--- src/rtl/instr_fetch_queue.sv ---
// Instruction fetch stage: sequential fetch into a 1-cycle-latency instruction memory, small FIFO to the decoder.
// Optional FETCH_PERF_EN adds saturating stall/flush counters.
`timescale 1ns/1ps
module instr_fetch_queue #(
  parameter int unsigned       INSTR_W    = 27,
  parameter int unsigned       ADDR_W     = 15,
  parameter int unsigned       DEPTH      = 4,
  parameter logic [ADDR_W-1:0] RESET_ADDR = '0
) (
  input  logic                     clk,
  input  logic                     rst,
  output logic                     imem_req,
  output logic [ADDR_W-1:0]        imem_addr,
  input  logic [INSTR_W-1:0]       imem_rdata,
  input  logic                     redirect,
  input  logic [ADDR_W-1:0]        redirect_addr,
  output logic                     instr_valid,
  output logic [INSTR_W-1:0]       instr,
  output logic [ADDR_W-1:0]        instr_pc,
  input  logic                     instr_ready,
  output logic [$clog2(DEPTH):0]   occupancy
`ifdef FETCH_PERF_EN
  ,
  output logic [15:0]              stall_cnt,
  output logic [15:0]              flush_cnt
`endif
);

  localparam int unsigned PTR_W = $clog2(DEPTH);
  localparam int unsigned CNT_W = PTR_W + 1;

  typedef enum logic [1:0] {FETCH, FULL, REDIR} state_t;

  state_t              state, state_nxt;
  logic [ADDR_W-1:0]   fetch_pc;
  logic                inflight, squash;
  logic [ADDR_W-1:0]   req_pc;
  logic [INSTR_W-1:0]  mem_data [DEPTH];
  logic [ADDR_W-1:0]   mem_pc   [DEPTH];
  logic [PTR_W-1:0]    rd_ptr, wr_ptr;
  logic [CNT_W-1:0]    count, level;
  logic                push, pop, credit;

  assign push        = inflight & ~squash;
  assign pop         = instr_valid & instr_ready;
  // Entries held after this cycle, before any new request is counted
  assign level       = count + CNT_W'(push) - CNT_W'(pop);
  assign credit      = level < CNT_W'(DEPTH);

  assign instr_valid = (count != '0);
  assign instr       = mem_data[rd_ptr];
  assign instr_pc    = mem_pc[rd_ptr];
  assign occupancy   = count;
  assign imem_addr   = fetch_pc;

  always_ff @(posedge clk) begin
    if (rst) state <= FETCH;
    else     state <= state_nxt;
  end

  // Next state and request; redirect overrides every state
  always_comb begin
    state_nxt = state;
    imem_req  = 1'b0;
    case (state)
      FETCH: begin
        if (credit) imem_req  = 1'b1;
        else        state_nxt = FULL;
      end
      FULL: begin
        if (credit) begin
          imem_req  = 1'b1;
          state_nxt = FETCH;
        end
      end
      REDIR:   state_nxt = FETCH;
      default: state_nxt = FETCH;
    endcase
    if (redirect) state_nxt = REDIR;
    if (rst)      imem_req  = 1'b0;
  end

  // Fetch address and the single outstanding request
  always_ff @(posedge clk) begin
    if (rst) begin
      fetch_pc <= RESET_ADDR;
      inflight <= 1'b0;
      squash   <= 1'b0;
      req_pc   <= '0;
    end else begin
      inflight <= imem_req;
      req_pc   <= fetch_pc;
      squash   <= redirect;
      if (redirect)      fetch_pc <= redirect_addr;
      else if (imem_req) fetch_pc <= fetch_pc + ADDR_W'(1);
    end
  end

  // FIFO; a redirect completes any same-cycle pop, then empties everything
  always_ff @(posedge clk) begin
    if (rst) begin
      rd_ptr <= '0;
      wr_ptr <= '0;
      count  <= '0;
      for (int unsigned i = 0; i < DEPTH; i++) begin
        mem_data[PTR_W'(i)] <= '0;
        mem_pc[PTR_W'(i)]   <= '0;
      end
    end else if (redirect) begin
      rd_ptr <= '0;
      wr_ptr <= '0;
      count  <= '0;
    end else begin
      if (push) begin
        mem_data[wr_ptr] <= imem_rdata;
        mem_pc[wr_ptr]   <= req_pc;
        wr_ptr           <= wr_ptr + PTR_W'(1);
      end
      if (pop) rd_ptr <= rd_ptr + PTR_W'(1);
      count <= level;
    end
  end

`ifdef FETCH_PERF_EN
  always_ff @(posedge clk) begin
    if (rst) begin
      stall_cnt <= '0;
      flush_cnt <= '0;
    end else begin
      if (!instr_valid && stall_cnt != 16'hFFFF) stall_cnt <= stall_cnt + 16'd1;
      if (redirect && flush_cnt != 16'hFFFF)     flush_cnt <= flush_cnt + 16'd1;
    end
  end
`endif

endmodule

--- config.mk ---
export PLATFORM = sky130hd
export DESIGN_NAME = instr_fetch_queue
export DESIGN_NICKNAME = d
export VERILOG_FILES = /design/src/rtl/instr_fetch_queue.sv
export SDC_FILE = /design/constraint.sdc
export NUM_CORES = 1
export LEC_CHECK = 0
export ABC_AREA = 1
export CORE_UTILIZATION = 44
export CTS_BUF_LIST = sky130_fd_sc_hd__clkbuf_4 sky130_fd_sc_hd__clkbuf_8
export DETAILED_ROUTE_END_ITERATION = 16
export PLACE_DENSITY = 0.71
export SLEW_MARGIN = 5
export SYNTH_ARGS = -nofsm -noshare
export SYNTH_HDL_FRONTEND = slang
export SYNTH_SLANG_ARGS = --single-unit
--- constraint.sdc ---
create_clock -name clk -period 3.37 [get_ports clk]
set_clock_uncertainty 0.15 [all_clocks]
set_input_delay 0.674 -clock clk [delete_from_list [all_inputs] [get_ports clk]]
set_output_delay 0.674 -clock clk [all_outputs]
set_load 0.02 [all_outputs]
==> flow_summary.ini, run 1 <==
[clock_network]
numCtsBuffers = 36
clkLatencyLatePin_ns = 0.51
cts_buffer_depth = 3
clock-root-buffer = clkbuf_8
cts.sinks = 210
cts.clk_slew.worst_paths_ns = 0.05
cts_tree = yes
cts_hold_buf = 0
cts_max_level = 2

[worst_setup_path]
crit_path_frequent_cell = inv_2
crit_chain = nor2_1, nand2_1, nand2_1, inv_2, ha_4, inv_2, ha_4, fa_2, buf_6, nand3_2, nand2_2, nand3_2, inv_2, buf_6
cp_top_family = adder cells
worst-path-buf-inv = 5
cp.arrival_ns = 2.42
r2r_cells = 16
cp_max_fo = 2
slowest_delay_ns = 0.35
slowest_stage = fa_2
worstSetupPathType = reg -> out
crit_path_end = imem_req
startpoint = occupancy[0]
cp_data_required_time_ns = 2.55
start_kind = flip-flop
reg2reg_slack_ns = 0.70
crit_cells = 14
cp-end-kind = output port
worstReg2RegEnd = imem_addr[14]
reg2reg_from = occupancy[0]

[sta]
rsz0062_at_grt = false
min_period_over_period_pct = 96.2
final_max_slew_viol_count = 0
slew_headroom_pct = 61.2
final.setup.worst_slack_ns = 0.129
setup_viol = 0
max_freq_mhz = 309
final.min_clock_period_ns = 3.24
hold_violations = 0
worstMarginPinSlew_ns = 0.581

[run]
cap_violations = 0

[detailed_routing]
drt-total-wl_um = 20800
vias = 6747
routedWlPerCell_um = 15.6
first_iter_violations = 503
ant_nets = 0
drc = 0
via_per_inst = 5.07
drtPass1Iterations = 5

[die]
dieArea_sq_mm = 0.0210
rows = 51
ioPinCount = 108
start_util_pct = 45.5
core_sq_mm = 0.0198
die_h_um = 145
dieWidth_um = 145

[synthesis]
synth-seq-cells = 210
yosys.area.top_type = edfxtp_1
ys_seq_area_share_pct = 65.4
synthCells = 907
ys_top_cells_by_area = edfxtp_1, nor2_1, dfxtp_1
synth_top_area_share_pct = 56.1
yosysUniqueCellTypes = 28
syn_area_sq_mm = 0.00900
avgSynthCellArea_sq_um = 9.92
ys_warn_count = 0
syn_nets = 957

[global_route]
grt_first_pass_wirelength_um = 33900
grtUsageTotal_pct = 20.3
grt_max_degree = 54
globalRoute.totalOverflow = 0
antenna_found_initial = 0
grt_pass1_vias = 6645

[place]
hpwl_um = 12100
io_buffers = 107
gp_congestion = 0.866
dp_cells = 1262
place_ws_ns = -0.524

[layout]
nNetsFinal = 1090
final_cells = 1332
drive_gt1_share_pct = 11.9
syn_to_final_growth_pct = 25.6
antenna_cells = 0

[min_path]
hold_class = reg -> reg

[pwr]
vdd_drop_max_mv = 0.273
p_leak_uw = 0.00447
p_per_area_mw_per_mm2 = 533

[run_status]
status = completed
[area by class of cell]
type	instances	area [sq um]
fillers	1689	8480
flip-flops and latches	210	5890
multi-input cells	562	2580
repair buffers	142	1420
clock buffers	57	684
well taps	265	332
inverters	88	330
clock inverters	8	68.8
[worst register-to-register path: cells and delay by family (launching register included)]
kind,cells,cell delay (ns)
flops,1,0.31
buf+inv,4,0.26
fa+ha+maj,3,0.76
simple gates,9,1.14
[cells by family after synthesis]
kind of cell    Yosys count  synth area share, %
compound gates          155                 9.29
xor+xnor                  5                0.487
fa+ha+maj                 4                0.640
buf+inv                 135                 6.51
flops                   210                 65.4
simple gates            398                 17.7
[where the power goes]
| group | switching [uW] | total, uW | internal [uW] |
|---|---|---|---|
| logic | 393 | 682 | 289 |
| clock network | 989 | 2360 | 1370 |
| registers | 58.7 | 2980 | 2920 |
[how the worst min path moves through the flow]
stage | start | slack, ns | cells after the start | end
after global routing | rd_ptr[1] | 0.34 | 2 | flip-flop
after floorplan | rd_ptr[1] | 0.29 | 2 | flip-flop
final | rd_ptr[1] | 0.31 | 2 | rd_ptr[1]
after global placement | rd_ptr[1] | 0.30 | 2 | rd_ptr[1]
after detailed placement | rd_ptr[1] | 0.31 | 2 | rd_ptr[1]
after CTS | rd_ptr[1] | 0.32 | 2 | rd_ptr[1]
[through the flow]
stage	util, %	hold slack (ns)	cell area [sq um]	total power [uW]	TNS [ns]
detailed placement	52.9	0.305	10500	3690	-0.531
global placement	52.9	0.302	10500	3680	-0.482
finish	57.1	0.313	11300	6020	0
floorplan	-	0.286	9000	3360	0
global route	57.1	0.340	11300	6240	0
CTS	56.9	0.315	11200	6050	0
[cell usage after synthesis]
library cell / number
dfxtp_1: 42
nor2_4: 2
nand4_1: 4
o211ai_1: 1
nand2_2: 1
edfxtp_1: 168
a41oi_1: 1
o22ai_1: 42
nand2_1: 65
xor2_1: 4
ha_1: 3
inv_2: 3
inv_1: 83
nor2_1: 296
clkinv_1: 2
fa_1: 1
buf_2: 9
nand3_1: 26
xnor2_1: 1
nor2_8: 1
a31oi_1: 1
buf_1: 4
o21ai_0: 99
buf_6: 9
clkbuf_1: 25
a21oi_1: 11
nand3_2: 1
nand2_4: 2
[cell usage in the layout, fill, tap and decap left out, drive strengths merged]
cell,netlist,routed
nand4,4,4
a41oi,1,1
dfxtp,42,42
buf,22,36
edfxtp,168,168
nor2,299,299
clkinv,2,7
inv,86,87
nand3,27,27
clkinvlp,0,1
a31oi,1,1
o211ai,1,1
fa,1,1
o22ai,42,42
o21ai,99,99
bufinv,0,1
clkdlybuf4s50,0,105
xor2,4,4
clkbuf,25,57
nand2,68,68
ha,3,3
xnor2,1,1
dlymetal6s2s,0,1
a21oi,11,11
[flip-flops by register name, indices dropped and copies added (netlist names), named ones only]
register,cells
req_pc,15
occupancy,3
mem_pc,60
rd_ptr,2
wr_ptr,2
inflight,1
mem_data,108
squash,1
state,1
imem_addr,15
[routing by layer]
layer | routed length (um) | track usage (%) | up-vias
met5 | 0 | 0 | -
met4 | 449 | 7.07 | 0
met3 | 1450 | 3.14 | 35
met2 | 9850 | 34.0 | 260
met1 | 9050 | 26.9 | 3145
li1 | - | - | 3307
[repair_timing]
item                                    in CTS  in global routing
setup buffers                                2                  3
endpoints found under the setup margin       4                  1
resized for setup                           13                  8
pin swaps                                    4                  7
(Power assumes the default switching activity.)
==> run 2: changes to the inputs <==
--- a/config.mk
+++ b/config.mk
@@ -9,6 +9,7 @@
 export CORE_UTILIZATION = 44
 export CTS_BUF_LIST = sky130_fd_sc_hd__clkbuf_4 sky130_fd_sc_hd__clkbuf_8
 export DETAILED_ROUTE_END_ITERATION = 16
+export GPL_ROUTABILITY_DRIVEN = 0
 export PLACE_DENSITY = 0.71
 export SLEW_MARGIN = 5
 export SYNTH_ARGS = -nofsm -noshare
==> results of run 2 <==
Same layout as run 1: the final DEF is identical, and so are final timing and power.
==> run 3: changes to the inputs <==
--- a/config.mk
+++ b/config.mk
@@ -6,10 +6,12 @@
 export NUM_CORES = 1
 export LEC_CHECK = 0
 export ABC_AREA = 1
+export CORE_MARGIN = 2
 export CORE_UTILIZATION = 44
 export CTS_BUF_LIST = sky130_fd_sc_hd__clkbuf_4 sky130_fd_sc_hd__clkbuf_8
 export DETAILED_ROUTE_END_ITERATION = 16
 export GPL_ROUTABILITY_DRIVEN = 0
+export HOLD_SLACK_MARGIN = 0.1
 export PLACE_DENSITY = 0.71
 export SLEW_MARGIN = 5
 export SYNTH_ARGS = -nofsm -noshare
==> run 3 against run 2 <==
  * Maximum frequency up 0.34%
  * Critical path depth is the same
  * Clock power is 4% lower
  * Cell count shrank 0.53%
  * Design area is 1.0% lower
  * Non-clock buffer count down 8
  * Sequential power is essentially flat
  * Critical path type unchanged
==> flow_summary.ini, run 3 (same netlist as run 1, synthesis figures left out) <==
[clock_network]
cts_hold_buf = 0
clkLatencyLatePin_ns = 0.53
numCtsBuffers = 35
cts.sinks = 210
cts.clk_slew.worst_paths_ns = 0.06
clock-root-buffer = clkbuf_8
cts_max_level = 2
cts_tree = yes
cts_buffer_depth = 3

[detailed_routing]
routedWlPerCell_um = 15.7
drt-total-wl_um = 20800
first_iter_violations = 400
ant_nets = 0
vias = 6665
via_per_inst = 5.03
drtPass1Iterations = 5
drc = 0

[worst_setup_path]
crit_path_frequent_cell = nand2_1
cp.arrival_ns = 2.41
reg2reg_from = occupancy[1]
cp_data_required_time_ns = 2.55
cp-end-kind = output port
cp_max_fo = 3
r2r_cells = 17
crit_chain = nor2_1, nand2_1, nand2_1, inv_1, ha_1, inv_1, ha_2, fa_2, inv_2, nand2_1, nand2_2, nand3_2, inv_2, buf_6
slowest_stage = fa_2
start_kind = flip-flop
reg2reg_slack_ns = 0.80
slowest_delay_ns = 0.36
worstSetupPathType = reg -> out
worstReg2RegEnd = imem_addr[1]

[min_path]
min_from = rd_ptr[0]
holdPathEnd = rd_ptr[0]
hold_path_depth = 1
hold_class = reg -> reg

[global_route]
grt_first_pass_wirelength_um = 33800
globalRoute.totalOverflow = 0
grt_pass1_vias = 6716
antenna_found_initial = 0
grtUsageTotal_pct = 19.7
grt_max_degree = 51

[layout]
ff_latch_area_sq_mm = 0.00589
fillers = 1758
largest_reg_flops = 108
largestRegisters = mem_data x108, mem_pc x60
nNetsFinal = 1081
drive_gt1_share_pct = 10.2
antenna_cells = 0
final_common_cell = nor2_1
multi_input_area_sq_mm = 0.00255
syn_to_final_growth_pct = 24.3
top_register = mem_data
final_cell_mix = nor2_1, edfxtp_1, clkdlybuf4s50_1
final_cell_area_sq_mm = 0.0112

[pwr]
finalPower_uw = 5900
p_per_area_mw_per_mm2 = 528
vdd_drop_max_mv = 0.367
p_leak_uw = 0.00440

[sta]
min_period_over_period_pct = 95.8
hold_violations = 0
rsz0062_at_grt = false
max_freq_mhz = 310
final_max_slew_viol_count = 0
final.min_clock_period_ns = 3.23
setup_viol = 0
worstMarginPinSlew_ns = 0.588
slew_headroom_pct = 60.8

[run_status]
status = completed

[die]
start_util_pct = 44.6
dieWidth_um = 147
die_h_um = 147
ioPinCount = 108
rows = 52
core_sq_mm = 0.0202
dieArea_sq_mm = 0.0216

[place]
hpwl_um = 12000
detailed_place.area_sq_mm = 0.0104
io_buffers = 107

[run]
cap_violations = 0
-- run 3: changes by cell type in the layout (fill, tap and decap cells not counted), sizes merged --
cell      before  now
buf           36   28
bufinv         1    2
clkbuf        57   48
clkinv         7   11
clkinvlp       1    0
inv           87   88
-- run 3: worst max-delay path by stage --
stage / startpoint / endpoint / slack [ns] / depth (start not counted)
floorplan: occupancy[1] / imem_req / 0.37 / 13
global placement: instr_ready / imem_req / -0.50 / 13
detailed placement: instr_ready / imem_req / -0.54 / 13
CTS: instr_ready / imem_req / 0.002 / 13
global route: occupancy[0] / imem_req / 0.006 / 14
finish: occupancy[1] / imem_req / 0.14 / 14
-- run 3: worst max-delay path, delay by kind of cell, from the launching register on --
kind                     cells  cell delay [ns]
adder cells (fa/ha/maj)      3             0.80
buffers and inverters        5             0.35
flip-flops                   1             0.32
AND/OR/NAND/NOR              6             0.45
-- run 3: per-stage QoR --
| step | TNS, ns | std cells | hold WS, ns | worst slack (ns) | util, % |
|---|---|---|---|---|---|
| after global placement | -0.501 | 1262 | 0.306 | -0.501 | 51.8 |
| final | 0 | 1325 | 0.324 | 0.141 | 55.5 |
| after floorplan | 0 | 907 | 0.286 | 0.368 | - |
| after CTS | 0 | 1323 | 0.325 | 0.00234 | 55.3 |
| after global routing | 0 | 1325 | 0.343 | 0.00559 | 55.5 |
| after detailed placement | -0.543 | 1262 | 0.315 | -0.543 | 51.8 |
-- run 3: timing repair --
action | in CTS | in global routing
resized for setup | 10 | 7
pin swaps | 1 | 3
endpoints found under the setup margin | 1 | 6
buffers inserted | 0 | 2
-- run 3: routing by layer --
metal  routed length [um]  up-vias  GRT usage [%]  part of all wire [%]
met3                 1440       37           3.57                   6.9
met4                  377        0           6.20                   1.8
met5                    0        -              0                     0
li1                     -     3287              -                     -
met2                 9980      224           33.6                    48
met1                 9020     3117           25.6                    43
-- run 3: area by class of cell --
type                    instances  share of cell area [%]
flip-flops and latches        210                    52.6
multi-input cells             562                    22.8
repair buffers                134                    12.3
clock buffers                  48                    5.24
well taps                     270                    3.02
inverters                      88                    2.98
clock inverters                13                    1.05
-- run 3: where the power goes --
group	total, uW	internal (uW)	switching, uW
registers	2980	2920	59.3
logic	662	277	385
clock network	2260	1290	976
